<file path="src/rtl/cgra_pkg.sv">
// Shared CGRA configuration types: command-stream opcodes and the DMA sequencer states.
package cgra_pkg;

    typedef enum logic [1:0] {
        OP_WEIGHT  = 2'b00,
        OP_NEXT_PE = 2'b01,
        OP_START   = 2'b10,
        OP_END     = 2'b11
    } opcode_t;

    typedef enum logic [1:0] {
        ST_IDLE    = 2'b00,
        ST_HEADER  = 2'b01,
        ST_PAYLOAD = 2'b10
    } state_t;

endpackage

</file>
<file path="src/rtl/sync_fifo.sv">
// Single-clock FIFO with exact occupancy count; a pop never frees a slot for a same-cycle push.
module sync_fifo #(
    parameter int DATA_W     = 8,
    parameter int FIFO_DEPTH = 4
) (
    input  logic              clk,
    input  logic              reset,
    input  logic              push,
    input  logic [DATA_W-1:0] push_data,
    input  logic              pop,
    output logic [DATA_W-1:0] pop_data,
    output logic              full,
    output logic              empty
);

    localparam int ADDR_W = (FIFO_DEPTH > 1) ? $clog2(FIFO_DEPTH) : 1;

    logic [DATA_W-1:0] mem [FIFO_DEPTH];
    logic [ADDR_W-1:0] wr_ptr;
    logic [ADDR_W-1:0] rd_ptr;
    logic [ADDR_W:0]   count;
    logic              do_push;
    logic              do_pop;

    assign full     = (count == (ADDR_W+1)'(FIFO_DEPTH));
    assign empty    = (count == '0);
    assign do_push  = push && !full;
    assign do_pop   = pop && !empty;
    assign pop_data = mem[rd_ptr];

    // Power-of-two depth lets the pointers wrap by natural overflow.
    always_ff @(posedge clk) begin
        if (!reset) begin
            wr_ptr <= '0;
            rd_ptr <= '0;
            count  <= '0;
        end else begin
            if (do_push) wr_ptr <= wr_ptr + ADDR_W'(1);
            if (do_pop)  rd_ptr <= rd_ptr + ADDR_W'(1);
            case ({do_push, do_pop})
                2'b10:   count <= count + (ADDR_W+1)'(1);
                2'b01:   count <= count - (ADDR_W+1)'(1);
                default: count <= count;
            endcase
        end
    end

    always_ff @(posedge clk) begin
        if (do_push) mem[wr_ptr] <= push_data;
    end

endmodule

</file>
<file path="src/rtl/cfg_stream_dma.sv">
// Command-stream DMA: buffers header/payload word pairs and strobes one PE channel per payload.
// Optional macro CFG_DMA_DEDUP_EN suppresses writes that repeat a channel's last value.
module cfg_stream_dma
    import cgra_pkg::*;
#(
    parameter int              DATA_W     = 8,
    parameter int              N_CH       = 4,
    parameter int              FIFO_DEPTH = 4,
    parameter logic [DATA_W-1:0] RESET_DATA = DATA_W'(8'h32)
) (
    input  logic              clk,
    input  logic              reset,
    input  logic              start,
    input  logic              in_valid,
    input  logic [DATA_W-1:0] in_data,
    output logic              in_ready,
    output logic [N_CH-1:0]   out_wr_en,
    output logic [DATA_W-1:0] out_data,
    output logic              busy,
    output logic              done,
    output logic              err
);

    localparam int CH_W = DATA_W - 2;

    state_t            state;
    state_t            state_nxt;
    opcode_t           opcode;
    logic [CH_W-1:0]   ch;
    logic              fifo_full;
    logic              fifo_empty;
    logic              fifo_pop;
    logic [DATA_W-1:0] fifo_data;
    logic              hdr_take;
    logic              pay_take;
    logic              ch_ok;
    logic              dup;
    logic              wr_fire;
    logic [N_CH-1:0]   ch_onehot;

    assign in_ready = !fifo_full;
    assign busy     = (state != ST_IDLE);
    assign fifo_pop = hdr_take || pay_take;

    sync_fifo #(
        .DATA_W     (DATA_W),
        .FIFO_DEPTH (FIFO_DEPTH)
    ) u_fifo (
        .clk       (clk),
        .reset     (reset),
        .push      (in_valid && !fifo_full),
        .push_data (in_data),
        .pop       (fifo_pop),
        .pop_data  (fifo_data),
        .full      (fifo_full),
        .empty     (fifo_empty)
    );

    always_ff @(posedge clk) begin
        if (!reset) state <= ST_IDLE;
        else        state <= state_nxt;
    end

    always_comb begin
        state_nxt = state;
        hdr_take  = 1'b0;
        pay_take  = 1'b0;
        case (state)
            ST_IDLE: begin
                if (start) state_nxt = ST_HEADER;
            end
            ST_HEADER: begin
                if (!fifo_empty) begin
                    hdr_take  = 1'b1;
                    state_nxt = ST_PAYLOAD;
                end
            end
            ST_PAYLOAD: begin
                if (!fifo_empty) begin
                    pay_take  = 1'b1;
                    state_nxt = (opcode == OP_END) ? ST_IDLE : ST_HEADER;
                end
            end
            default: state_nxt = ST_IDLE;
        endcase
    end

    always_comb begin
        ch_onehot = '0;
        for (int i = 0; i < N_CH; i++) begin
            ch_onehot[i] = (ch == CH_W'(i));
        end
    end

    assign ch_ok = ({1'b0, ch} < (CH_W+1)'(N_CH));

`ifdef CFG_DMA_DEDUP_EN
    logic [DATA_W-1:0] last_val [N_CH];

    always_comb begin
        dup = 1'b0;
        for (int i = 0; i < N_CH; i++) begin
            if (ch_onehot[i] && (last_val[i] == fifo_data)) dup = 1'b1;
        end
    end

    always_ff @(posedge clk) begin
        if (!reset) begin
            for (int i = 0; i < N_CH; i++) last_val[i] <= RESET_DATA;
        end else if (wr_fire) begin
            for (int i = 0; i < N_CH; i++) begin
                if (ch_onehot[i]) last_val[i] <= fifo_data;
            end
        end
    end
`else
    assign dup = 1'b0;
`endif

    assign wr_fire = pay_take && ch_ok && !dup;

    // Out-of-range or duplicate payloads are still consumed, so done fires on every END.
    always_ff @(posedge clk) begin
        if (!reset) begin
            out_data  <= RESET_DATA;
            out_wr_en <= '0;
            done      <= 1'b0;
            err       <= 1'b0;
            opcode    <= OP_WEIGHT;
            ch        <= '0;
        end else begin
            out_wr_en <= wr_fire ? ch_onehot : '0;
            done      <= pay_take && (opcode == OP_END);
            if (wr_fire) out_data <= fifo_data;
            if (pay_take && !ch_ok) err <= 1'b1;
            if (hdr_take) begin
                opcode <= opcode_t'(fifo_data[DATA_W-1 -: 2]);
                ch     <= fifo_data[CH_W-1:0];
            end
        end
    end

endmodule
</file>
<file path="config.mk">
export PLATFORM = sky130hd
export DESIGN_NAME = cfg_stream_dma
export DESIGN_NICKNAME = d
export VERILOG_FILES = /design/src/rtl/cgra_pkg.sv /design/src/rtl/sync_fifo.sv /design/src/rtl/cfg_stream_dma.sv
export SDC_FILE = /design/constraint.sdc
export NUM_CORES = 1
export LEC_CHECK = 0
export ABC_AREA = 1
export BUFFER_PORTS_ARGS = -buffer_cell sky130_fd_sc_hd__buf_4
export CAP_MARGIN = 20
export CORE_AREA = 8 8 86 88
export DETAILED_ROUTE_END_ITERATION = 10
export DIE_AREA = 0 0 94 96
export MAX_ROUTING_LAYER = met4
export SLEW_MARGIN = 20
export SYNTH_ARGS = -nofsm -noshare
export SYNTH_HDL_FRONTEND = slang
export SYNTH_SLANG_ARGS = --single-unit
</file>
<file path="constraint.sdc">
create_clock -name clk -period 3.05 [get_ports clk]
set_input_delay 0.7625 -clock clk [delete_from_list [all_inputs] [get_ports clk]]
set_output_delay 0.7625 -clock clk [all_outputs]
set_load 0.02 [all_outputs]
</file>
# Word-level counts from Yosys, hierarchy flattened
# Memory sizes are Yosys's and may differ from the RTL's. A register that Yosys moved wholly into a read port is not among the register bits.
# Cells that the tools add are included.
[totals]
mem_count = 1
register_bits = 31
mem_bits_rw = 32
[memory_table]
columns = ["name", "depth", "word_bits", "read_ports", "rd_ports_with_merged_regs", "wr", "line", "source"]
rows = [
  ["u_fifo.mem", 4, 8, 1, 1, 1, "sync_fifo.sv:18", "logic [DATA_W-1:0] mem [FIFO_DEPTH];"],
]
[op_classes]
magnitude_cmp = 1
addsub = 4
eq_ne = 12
n_reduce_logical = 17
n_mux = 13
[ops]
columns = ["operator", "n"]
rows = [
  ["6-bit by 2-bit equality test with 1-bit output (second input constant)", 2],
  ["2-bit two-way mux", 5],
  ["2-bit equality test (second input constant)", 3],
  ["6-bit by 1-bit equality test with 1-bit output (second input constant)", 1],
  ["1-bit logical AND", 6],
  ["6-bit logical NOT", 1],
  ["6-bit by 3-bit less-than comparator with 1-bit output (second input constant)", 1],
  ["1-bit two-way mux", 6],
  ["2-bit inequality test (second input constant)", 3],
  ["2-bit case mux with 3 select lines", 1],
  ["3-bit case mux with 2 select lines", 1],
  ["2-bit by 1-bit adder with 2-bit output (second input constant)", 2],
  ["2-bit by 1-bit equality test with 1-bit output (second input constant)", 2],
  ["2-bit nonzero test", 2],
  ["3-bit by 1-bit adder with 3-bit output (second input constant)", 1],
  ["3-bit equality test (second input constant)", 1],
  ["1-bit logical NOT", 3],
  ["3-bit logical NOT", 1],
  ["3-bit AND reduction", 1],
  ["3-bit by 1-bit subtractor with 3-bit output (second input constant)", 1],
  ["2-bit logical NOT", 1],
  ["2-bit AND reduction", 1],
  ["1-bit logical OR", 1],
]

# Longest topological paths before layout
# Gate-level depths: netlist of run 1.
[logic_depth]
word_depth = 7
ltp_mapped = 12

# By module
# A second synthesis of run 1 with hierarchy kept.
[hier_totals]
cells_unflattened = 274
area_unflattened_um2 = 2678.8
[by_module_without_submodules]
columns = ["module", "instances", "seq_area_each_um2", "cells_each", "area_per_inst_um2"]
rows = [
  ["sync_fifo", 1, 1141.1, 146, 1691.6],
  ["cfg_stream_dma", 1, 480.5, 128, 987.2],
]

# Least setup slack after synthesis of run 1
# OpenSTA, ideal clock, no wires.
[synth_path]
path_kind = "in2reg"
startpoint = "input port in_valid"
endpoint = "register u_fifo.count[2]"
n_path_buf = 0
cell_stages = 8
setup_slack_ns = 1.136
t_arrival_ns = 1.795
cell_sequence = "nand2_2 > ha_1 > inv_1 > fa_1 > nand2_1 > nand3_1 > o21ai_0 > a21oi_1"
[synth_via]
elab_chain_cells = 4
[synth_lines]
columns = ["element", "line", "source"]
rows = [
  ["from (decl)", "cfg_stream_dma.sv:14", "input logic in_valid,"],
  ["1-bit logical AND *", "cfg_stream_dma.sv:51", ".push (in_valid && !fifo_full),"],
  ["1-bit logical AND *", "sync_fifo.sv:27", "assign do_push = push && !full;"],
  ["2-bit by 1-bit equality test with 1-bit output or 2-bit equality test (tied branches)", "sync_fifo.sv:40", "case ({do_push, do_pop})"],
  ["3-bit case mux with 2 select lines or 2-bit nonzero test (tied branches)", "--", ""],
  ["to (signal assigned)", "sync_fifo.sv:41", "2'b10: count <= count + (ADDR_W+1)'(1);"],
  ["to (signal assigned)", "sync_fifo.sv:42", "2'b01: count <= count - (ADDR_W+1)'(1);"],
  ["to (signal assigned)", "sync_fifo.sv:43", "default: count <= count;"],
  ["to (decl)", "sync_fifo.sv:21", "logic [ADDR_W:0] count;"],
]
# Every way passes the cells marked *; elsewhere a longest branch is shown, timed or not.
# A chain may end at the register's enable or synchronous reset.

# Final worst setup path of run 1
[layout_path]
startpoint = "register state[0]"
endpoint = "register u_fifo.count[2]"
[layout_via]
elab_chain_cells = 6
[layout_lines]
columns = ["element", "line", "source"]
rows = [
  ["from (decl)", "cfg_stream_dma.sv:26", "state_t state;"],
  ["from (signal assigned)", "cfg_stream_dma.sv:61", "else state <= state_nxt;"],
  ["2-bit by 1-bit equality test with 1-bit output or 2-bit equality test (tied branches)", "cfg_stream_dma.sv:68", "case (state)"],
  ["1-bit two-way mux", "cfg_stream_dma.sv:68", ""],
  ["1-bit logical OR *", "cfg_stream_dma.sv:43", "assign fifo_pop = hdr_take || pay_take;"],
  ["1-bit logical AND *", "sync_fifo.sv:28", "assign do_pop = pop && !empty;"],
  ["via u_fifo.do_pop", "sync_fifo.sv:23", "logic do_pop;"],
  ["2-bit by 1-bit equality test with 1-bit output or 2-bit equality test (tied branches)", "sync_fifo.sv:40", ""],
  ["3-bit case mux with 2 select lines or 2-bit nonzero test (tied branches)", "--", ""],
]
# The timed path passes the listed nets; every way through them passes the cells marked *.

==> results of run 1 <==
cells by family after synthesis:
group           count (synthesis)  synth area share [%]
compound gates                 26                  5.03
fa+ha+maj                       6                  3.13
flops                          65                  61.5
simple gates                  147                  23.2
xor+xnor                        1                 0.332
buf+inv                        40                  6.88
final cells by class:
cell class	instances	area share, %
sequential	65	52.5
timing repair buffer	29	7.05
clock inverter	7	2.31
multi-input combinational	180	27.1
tap	77	3.12
clock buffer	9	4.01
inverter	32	3.89
routing by layer:
metal	vias to the layer above	routed length [um]	global-route usage, %
met2	40	2200	19.0
met1	834	2350	13.0
met3	12	211	3.43
li1	969	-	-
met5	-	0	-
met4	0	140	11.0
worst max-delay path, stage by stage, from the launching register on:
cell	delay (ns)
dfxtp_1	0.38
inv_1	0.08
nor2_1	0.16
nand2_1	0.27
nand2_1	0.17
ha_1	0.17
inv_1	0.06
fa_1	0.37
nand2_1	0.08
nand3_1	0.09
o21ai_0	0.16
a21oi_1	0.05
per-stage QoR:
stage	setup slack, ns	std cells	power, mW	instance area [sq um]
after floorplan	1.14	285	1.60	2640
after global placement	0.952	383	1.75	2890
after detailed placement	0.897	383	1.75	2890
after CTS	0.876	399	2.47	3090
after global routing	0.661	399	2.62	3090
final	0.891	399	2.45	3090
state kept, by name, indices dropped and copies added, names as in the netlist, named ones only:
| register | count |
|---|---|
| u_fifo.mem | 32 |
| out_data | 8 |
| ch | 6 |
| out_wr_en | 4 |
| u_fifo.count | 3 |
| opcode | 2 |
| state | 2 |
| u_fifo.rd_ptr | 2 |
| u_fifo.wr_ptr | 2 |
| done | 1 |
| err | 1 |
path summary, 6_finish.rpt:
kind                                        end  slack [ns]
worst min register to register              err        0.46
worst max-delay path            u_fifo.count[2]        0.89
worst min-delay path                        err        0.46
worst max register to register  u_fifo.count[2]        0.89
power groups by stage:
stage               Clock (mW)  Sequential [mW]  Combinational (mW)
global route             0.774             1.14               0.703
detailed placement           0             1.14               0.612
global placement             0             1.14               0.609
CTS                      0.735             1.12               0.614
floorplan                    0             1.12               0.480
finish                   0.716             1.12               0.609
synth_stat cells (all sizes together):
master | count | area share (%)
nand3 | 19 | 3.8
nand4 | 1 | 0.24
inv | 32 | 4.6
buf | 8 | 2.3
fa | 1 | 0.76
o21bai | 1 | 0.28
ha | 5 | 2.4
nor2 | 36 | 5.7
o21ai | 12 | 2.3
dfxtp | 33 | 25
a21oi | 13 | 2.5
edfxtp | 32 | 36
xor2 | 1 | 0.33
nor3 | 1 | 0.19
nand2 | 90 | 13
==> summary.md, run 1 <==
| Metric | Value |
|---|---|
| Hold Slack | 0.456 ns |
| Post-DR vias/cell | 4.65 |
| Pwr dens | 793 nW/um^2 |
| Required time of the critical path | 3.29 ns |
| P&R area growth vs syn | 17.0% |
| Buffers on Ports | 27 |
| Hold-fix buffers, CTS | 0 |
| First-pass GRT wire length | 8160 um |
| DRC viols | 0 |
| Share of layout cells above drive strength 1 | 16.1% |
| Worst EP arrival | 2.40 ns |
| Root Buffer Master | clkbuf_8 |
| Period utilization | 70.8% |
| Antenna Nets Post-Route | 0 |
| Post-Syn Area | 2640 sq um |
| Clock latency on the worst-skew pair | 0.35 ns |
| Post-synth cell types | 23 |
| Nets | 335 |
| Vias | 1855 |
| Commonest non-fill, non-tap cell in the layout | nand2_1 |
| Drt total wl | 4900 um |
| Die Y | 96 um |
| RD Place Congestion | 0.745 |
| Crit path time final | 2.16 ns |
| Avg Cell Area, Syn | 9.26 sq um |
| Iter 0 DRT Violations | 46 |
| Setup Fix Bufs, Post-CTS | 0 |
| RSZ-0062 raised after global routing | false |
| Largest net degree at the start of global routing | 26 |
| Register bit count reported by yosys | 65 |
| Hold Path Depth | 2 |
| Cts repair resizes | 0 |
| Core area | 6100 sq um |
| Worst slew pin tran | 0.771 ns |
| Total gr overflow | 0 |
| Synth Instances | 285 |
| Critical Path Source | state[0] |
| Most frequent cells in the layout | nand2_1, nor2_1, dfxtp_1 |
| Clock Power Share | 29.2% |
| Reg2Reg Depth | 11 |
| DIE WIDTH | 94 um |
| Worst-path clk slew | 0.07 ns |
| Register area share after synthesis | 61.5% |
| # Max-Cap Violations | 0 |
| Final setup violation count | 0 |
| Worst slew margin | 48.4% |
| Hold_sp | err |
| CTS Sinks | 65 |
| Sequential cell area | 1620 sq um |
| Post-route setup TNS | 0 ns |
| Net Sw Frac | 34.0% |
| Sw Pwr | 834 uW |
| Wire per inst | 12.3 um |
| Initial core utilization | 43.3% |
| CTS tree | done |
| Reg2reg start | state[0] |
| Area of the multi-input gates | 836 sq um |
| H-tree lvl count | 3 |
| Vias in the first global route | 1771 |
| Comb pwr share | 24.9% |
| All-Layer GR Usage | 12.4% |
| Total I/O pin count | 28 |
| CP Launch Type | flip-flop |
| Cell-internal power | 1.62 mW |
| Initial DRT Pass Iterations | 4 |
| Crit end category | flip-flop |
| Clock skew | 0.00845 ns |
| Flop pwr share | 45.9% |
| Maximum buffer depth of the clock tree | 2 |
| Antenna diodes | 0 |
| Final Max Tran Viols | 0 |
| Fmax | 463 MHz |
| Critical path type | flip-flop to flip-flop |
| Synth Net Count | 303 |
| DP HPWL | 3250 um |
| Die area | 9020 sq um |
| Num rows | 29 |
| Final Core Density | 50.6% |
| Status | complete, no violations |
| Initial antenna violation count | 0 |
| Ys Warns | 0 |
| CTS Buf Count | 9 |
| CP Max Fanout | 12 |
| Final hold violation count | 0 |
| Leakage | 1.34 nW |
| Layout fillers | 569 |
| Worst VDD drop | 320 uV |
| HP Class | flip-flop to flip-flop |
Power figures use the tool's default switching activity.
==> inputs of run 2 (changes only) <==
==> constraint.sdc (replaced) <==
create_clock -name clk -period 2 [get_ports clk]
set_input_delay 0.5 -clock clk [delete_from_list [all_inputs] [get_ports clk]]
set_output_delay 0.5 -clock clk [all_outputs]
set_load 0.02 [all_outputs]
==> run 2 against run 1 <==
Compared with the run above: sequential share of layout area shrank 0.90 points; clock skew shrank 0.00084 ns; flip-flop and latch count is the same; worst setup slack lost 0.68 ns; critical path type unchanged; largest cell class unchanged; largest power group unchanged; highest routed layer unchanged.
==> summary.md, run 2 (synthesis gave the netlist of run 1 again) <==
| Metric | Value |
|---|---|
| Initial DRT Pass Iterations | 4 |
| Vias in the first global route | 1793 |
| Initial antenna violation count | 0 |
| Worst Slack Setup Final | 0.209 ns |
| Die Y | 96 um |
| Clock latency on the worst-skew pair | 0.33 ns |
| Nets | 343 |
| Maximum buffer depth of the clock tree | 2 |
| Most frequent cells in the layout | nand2_1, buf_4, nor2_1 |
| Crit end category | flip-flop |
| Worst slew margin | 79.3% |
| Sequential cell area | 1630 sq um |
| Share of layout cells above drive strength 1 | 18.8% |
| HP Class | primary input to flip-flop |
| CP Max Fanout | 5 |
| Met2 WL | 2310 um |
| Wl on met1 | 2230 um |
| CP Buf/Inv Count | 2 |
| Layout fillers | 580 |
| DIE WIDTH | 94 um |
| P&R area growth vs syn | 19.3% |
| CP Launch Type | flip-flop |
| Worst EP arrival | 2.01 ns |
| DRC viols | 0 |
| Post-DR vias/cell | 4.65 |
| CTS tree | done |
| H-tree lvl count | 3 |
| Placement Setup Slack | 0.111 ns |
| Leakage | 1.38 nW |
| Worst slew pin tran | 0.309 ns |
| CTS Sinks | 65 |
| Slowest cell delay on critical path | 0.35 ns |
| Placed cells | 389 |
| Die area | 9020 sq um |
| CP Cell Sequence | inv_1 > nor2_4 > nand2_4 > nand2_2 > ha_2 > inv_1 > fa_2 > nand2_1 > nand3_1 > o21ai_1 > a21oi_1 |
| Root Buffer Master | clkbuf_8 |
| Area of the multi-input gates | 851 sq um |
| RD Place Congestion | 0.756 |
| Drt total wl | 4910 um |
| Clock skew | 0.00761 ns |
| Num rows | 29 |
| Slowest-stage cell, CP | dfxtp_2 |
| Period utilization | 89.6% |
| Top reg by flops | u_fifo.mem |
| Post-Layout Cell Count | 407 |
| Antenna diodes | 0 |
| Final setup violation count | 0 |
| Initial core utilization | 43.3% |
| CTS Buf Count | 9 |
| DP HPWL | 3290 um |
| Iter 0 DRT Violations | 62 |
| Total I/O pin count | 28 |
| Required time of the critical path | 2.22 ns |
| Antenna Nets Post-Route | 0 |
| Top routing layer used | met4 |
| Met3 wire length | 279 um |
| Final hold violation count | 0 |
| Buffers on Ports | 27 |
| Core area | 6100 sq um |
| Fmax | 558 MHz |
| Worst VDD drop | 634 uV |
| Vias | 1891 |
| Most Frequent Cell on Critical Path | inv_1 |
| Total gr overflow | 0 |
| Post-route setup TNS | 0 ns |
| Commonest non-fill, non-tap cell in the layout | nand2_1 |
| Final Core Density | 51.6% |
| Worst-path clk slew | 0.07 ns |
| Largest net degree at the start of global routing | 26 |
| All-Layer GR Usage | 12.3% |
| First-pass GRT wire length | 8140 um |
| Hold Slack | 0.368 ns |
| RSZ-0062 raised after global routing | false |
| Largest registers | u_fifo.mem: 32 flops, out_data: 8 flops, ch: 6 flops |
| Critical path type | flip-flop to flip-flop |
| Crit path time final | 1.79 ns |
| Wire per inst | 12.1 um |
| Final Max Tran Viols | 0 |
| Status | complete, no violations |
| Pwr dens | 1190 nW/um^2 |
| CP top delay family | adder cells |
| Max reg flops | 32 |
| # Max-Cap Violations | 0 |
-- run 2: metrics by stage --
stage	power [mW]	area, sq um
after floorplan	2.44	2640
after global placement	2.69	2940
after detailed placement	2.71	2940
after CTS	3.74	3110
after global routing	4.01	3150
final	3.74	3150
-- run 2: report_power, final --
part / switching, mW / internal, mW / leakage [nW] / total (mW)
Clock: 0.460 / 0.562 / 0.0898 / 1.02
Combinational: 0.680 / 0.352 / 0.729 / 1.03
Sequential: 0.0892 / 1.59 / 0.564 / 1.68
Total: 1.23 / 2.51 / 1.38 / 3.74
-- run 2: final cells by class --
type,instances,share of cell area [%]
clock buffer,11,4.17
clock inverter,5,1.47
inverter,32,3.82
multi-input combinational,180,27.0
sequential,65,51.6
tap,77,3.06
timing repair buffer,37,8.82
-- run 2: what timing repair did --
| item | CTS | global route |
|---|---|---|
| setup endpoints to repair | 0 | 1 |
| resized for setup | 0 | 9 |
| buffers inserted | 0 | 2 |
| hold buffers | 0 | 0 |
-- run 2: path summary, 6_finish.rpt --
kind	depth (start not counted)	startpoint	to	slack [ns]
max	11	state[1]	u_fifo.count[2]	0.21
min	1	in_data[5]	u_fifo.mem[3][5]	0.37
min reg2reg	2	out_data[4]	out_data[4]	0.46
max reg2reg	11	state[1]	u_fifo.count[2]	0.21
-- run 2: routing by layer --
metal | up-vias | global-route usage, %
met5 | - | -
met4 | 0 | 6.87
met3 | 8 | 4.84
met2 | 45 | 18.6
met1 | 853 | 13.7
li1 | 985 | -
==> inputs of run 3 (changes only) <==
--- a/config.mk
+++ b/config.mk
@@ -9,6 +9,7 @@
 export BUFFER_PORTS_ARGS = -buffer_cell sky130_fd_sc_hd__buf_4
 export CAP_MARGIN = 20
 export CORE_AREA = 8 8 86 88
+export CTS_BUF_LIST = sky130_fd_sc_hd__clkbuf_16
 export DETAILED_ROUTE_END_ITERATION = 10
 export DIE_AREA = 0 0 94 96
 export MAX_ROUTING_LAYER = met4
==> constraint.sdc (replaced) <==
create_clock -name clk -period 1.95 [get_ports clk]
set_input_delay 0.4875 -clock clk [delete_from_list [all_inputs] [get_ports clk]]
set_output_delay 0.4875 -clock clk [all_outputs]
set_load 0.02 [all_outputs]
==> run 3 against run 2 <==
Compared with the run above: worst setup slack got worse by 0.027 ns; die area did not move; global-route usage rose by 0.49 points; count of clock-buffer cells in the layout fell by 2; non-clock buffer count did not move; highest routed layer unchanged; wire length rose by 1.2%; critical endpoint unchanged; hold slack got worse by 0.0078 ns; largest cell class unchanged.
==> summary.md, run 3 (synthesis gave the netlist of run 1 again) <==
| Metric | Value |
|---|---|
| Status | complete, no violations |
| Final instance area | 3250 sq um |
| Crit path time final | 1.77 ns |
| Num rows | 29 |
| All-Layer GR Usage | 12.8% |
| Placement Setup Slack | 0.00678 ns |
| DRC viols | 0 |
| Hold Slack | 0.360 ns |
| Buffers on Ports | 27 |
| Worst EP arrival | 1.98 ns |
| Crit end category | flip-flop |
| Die area | 9020 sq um |
| DP HPWL | 3290 um |
| Iter 0 DRT Violations | 70 |
| RSZ-0062 raised after global routing | false |
| CTS Buf Count | 9 |
| P&R area growth vs syn | 23.0% |
| CTS tree | done |
| Initial antenna violation count | 0 |
| Wire per inst | 12.2 um |
| Maximum buffer depth of the clock tree | 2 |
| Hold-fix buffers, CTS | 0 |
| Worst Slack Setup Final | 0.181 ns |
| # Max-Cap Violations | 0 |
| Core area | 6100 sq um |
| Post-DR vias/cell | 4.69 |
| Placed cell areas | 2940 sq um |
| Fmax | 565 MHz |
| Final Core Density | 53.2% |
| Total I/O pin count | 28 |
| Initial DRT Pass Iterations | 4 |
| Nets | 343 |
| Worst slew pin tran | 0.311 ns |
| Pwr dens | 1300 nW/um^2 |
| Final Max Tran Viols | 0 |
| Share of layout cells above drive strength 1 | 20.0% |
| Max reg flops | 32 |
| CP Launch Type | flip-flop |
| Most frequent cells in the layout | nand2_1, buf_4, nor2_1 |
| DIE WIDTH | 94 um |
| Drt total wl | 4970 um |
| Clock latency on the worst-skew pair | 0.33 ns |
| First-pass GRT wire length | 8500 um |
| Post-route setup TNS | 0 ns |
| Worst VDD drop | 638 uV |
| Clock skew | 0.00653 ns |
| Antenna Nets Post-Route | 0 |
| Period utilization | 90.7% |
| Largest net degree at the start of global routing | 26 |
| RD Place Congestion | 0.757 |
| Leakage | 1.42 nW |
| Root Buffer Master | clkbuf_16 |
| Vias in the first global route | 1825 |
| Top reg by flops | u_fifo.mem |
| Final setup violation count | 0 |
| Commonest non-fill, non-tap cell in the layout | nand2_1 |
| Largest registers | u_fifo.mem: 32 flops, out_data: 8 flops, ch: 6 flops |
| Total power | 4.23 mW |
| Initial core utilization | 43.3% |
| CP Max Fanout | 5 |
| Total gr overflow | 0 |
| Critical path type | flip-flop to flip-flop |
| H-tree lvl count | 3 |
| CTS Sinks | 65 |
| Worst slew margin | 79.2% |
| Post-Layout Cell Count | 407 |
| Die Y | 96 um |
| Antenna diodes | 0 |
| Vias | 1908 |
| Placed cells | 390 |
| Required time of the critical path | 2.17 ns |
| Final hold violation count | 0 |
| HP Class | primary input to flip-flop |
| Worst-path clk slew | 0.05 ns |
## run 3: cell type report
cell class                      count  area [sq um]
Fill cell                         560          2850
Sequential cell                    65          1620
Multi-Input combinational cell    180           857
Timing Repair Buffer               37           278
Clock buffer                        9           225
Inverter                           32           120
Tap cell                           77          96.3
Clock inverter                      7          45.0
## run 3: final timing paths
kind / endpoint / depth (start not counted) / slack (ns) / from
worst max-delay path: u_fifo.count[2] / 11 / 0.18 / state[1]
worst min-delay path: u_fifo.mem[0][1] / 1 / 0.36 / in_data[1]
worst max register to register: u_fifo.count[2] / 11 / 0.18 / state[1]
worst min register to register: out_data[4] / 2 / 0.45 / out_data[4]
## run 3: worst max-delay path, cell delays in order, from the launching register on
cell	delay, ns
dfxtp_2	0.35
inv_1	0.08
nor2_4	0.12
nand2_4	0.08
nand2_1	0.10
ha_2	0.19
inv_1	0.06
fa_2	0.33
nand2_1	0.09
nand3_2	0.09
o21ai_2	0.12
a21oi_1	0.04
## run 3: report_power, final
part | switching [mW] | total (mW) | internal (mW)
Clock | 0.569 | 1.42 | 0.852
Combinational | 0.708 | 1.08 | 0.375
Sequential | 0.0917 | 1.73 | 1.63
## run 3: timing repair
item | in CTS | in global routing
pin swaps | 0 | 1
buffers inserted | 0 | 1
gates resized for setup | 1 | 8
setup endpoints to repair | 1 | 1
## run 3: layer usage
metal,GRT usage [%],vias to the layer above,share of wire (%)
met5,-,-,0
met3,3.43,7,6.3
met4,8.72,0,1.7
met1,14.1,860,45
met2,20.0,44,47
li1,-,997,-
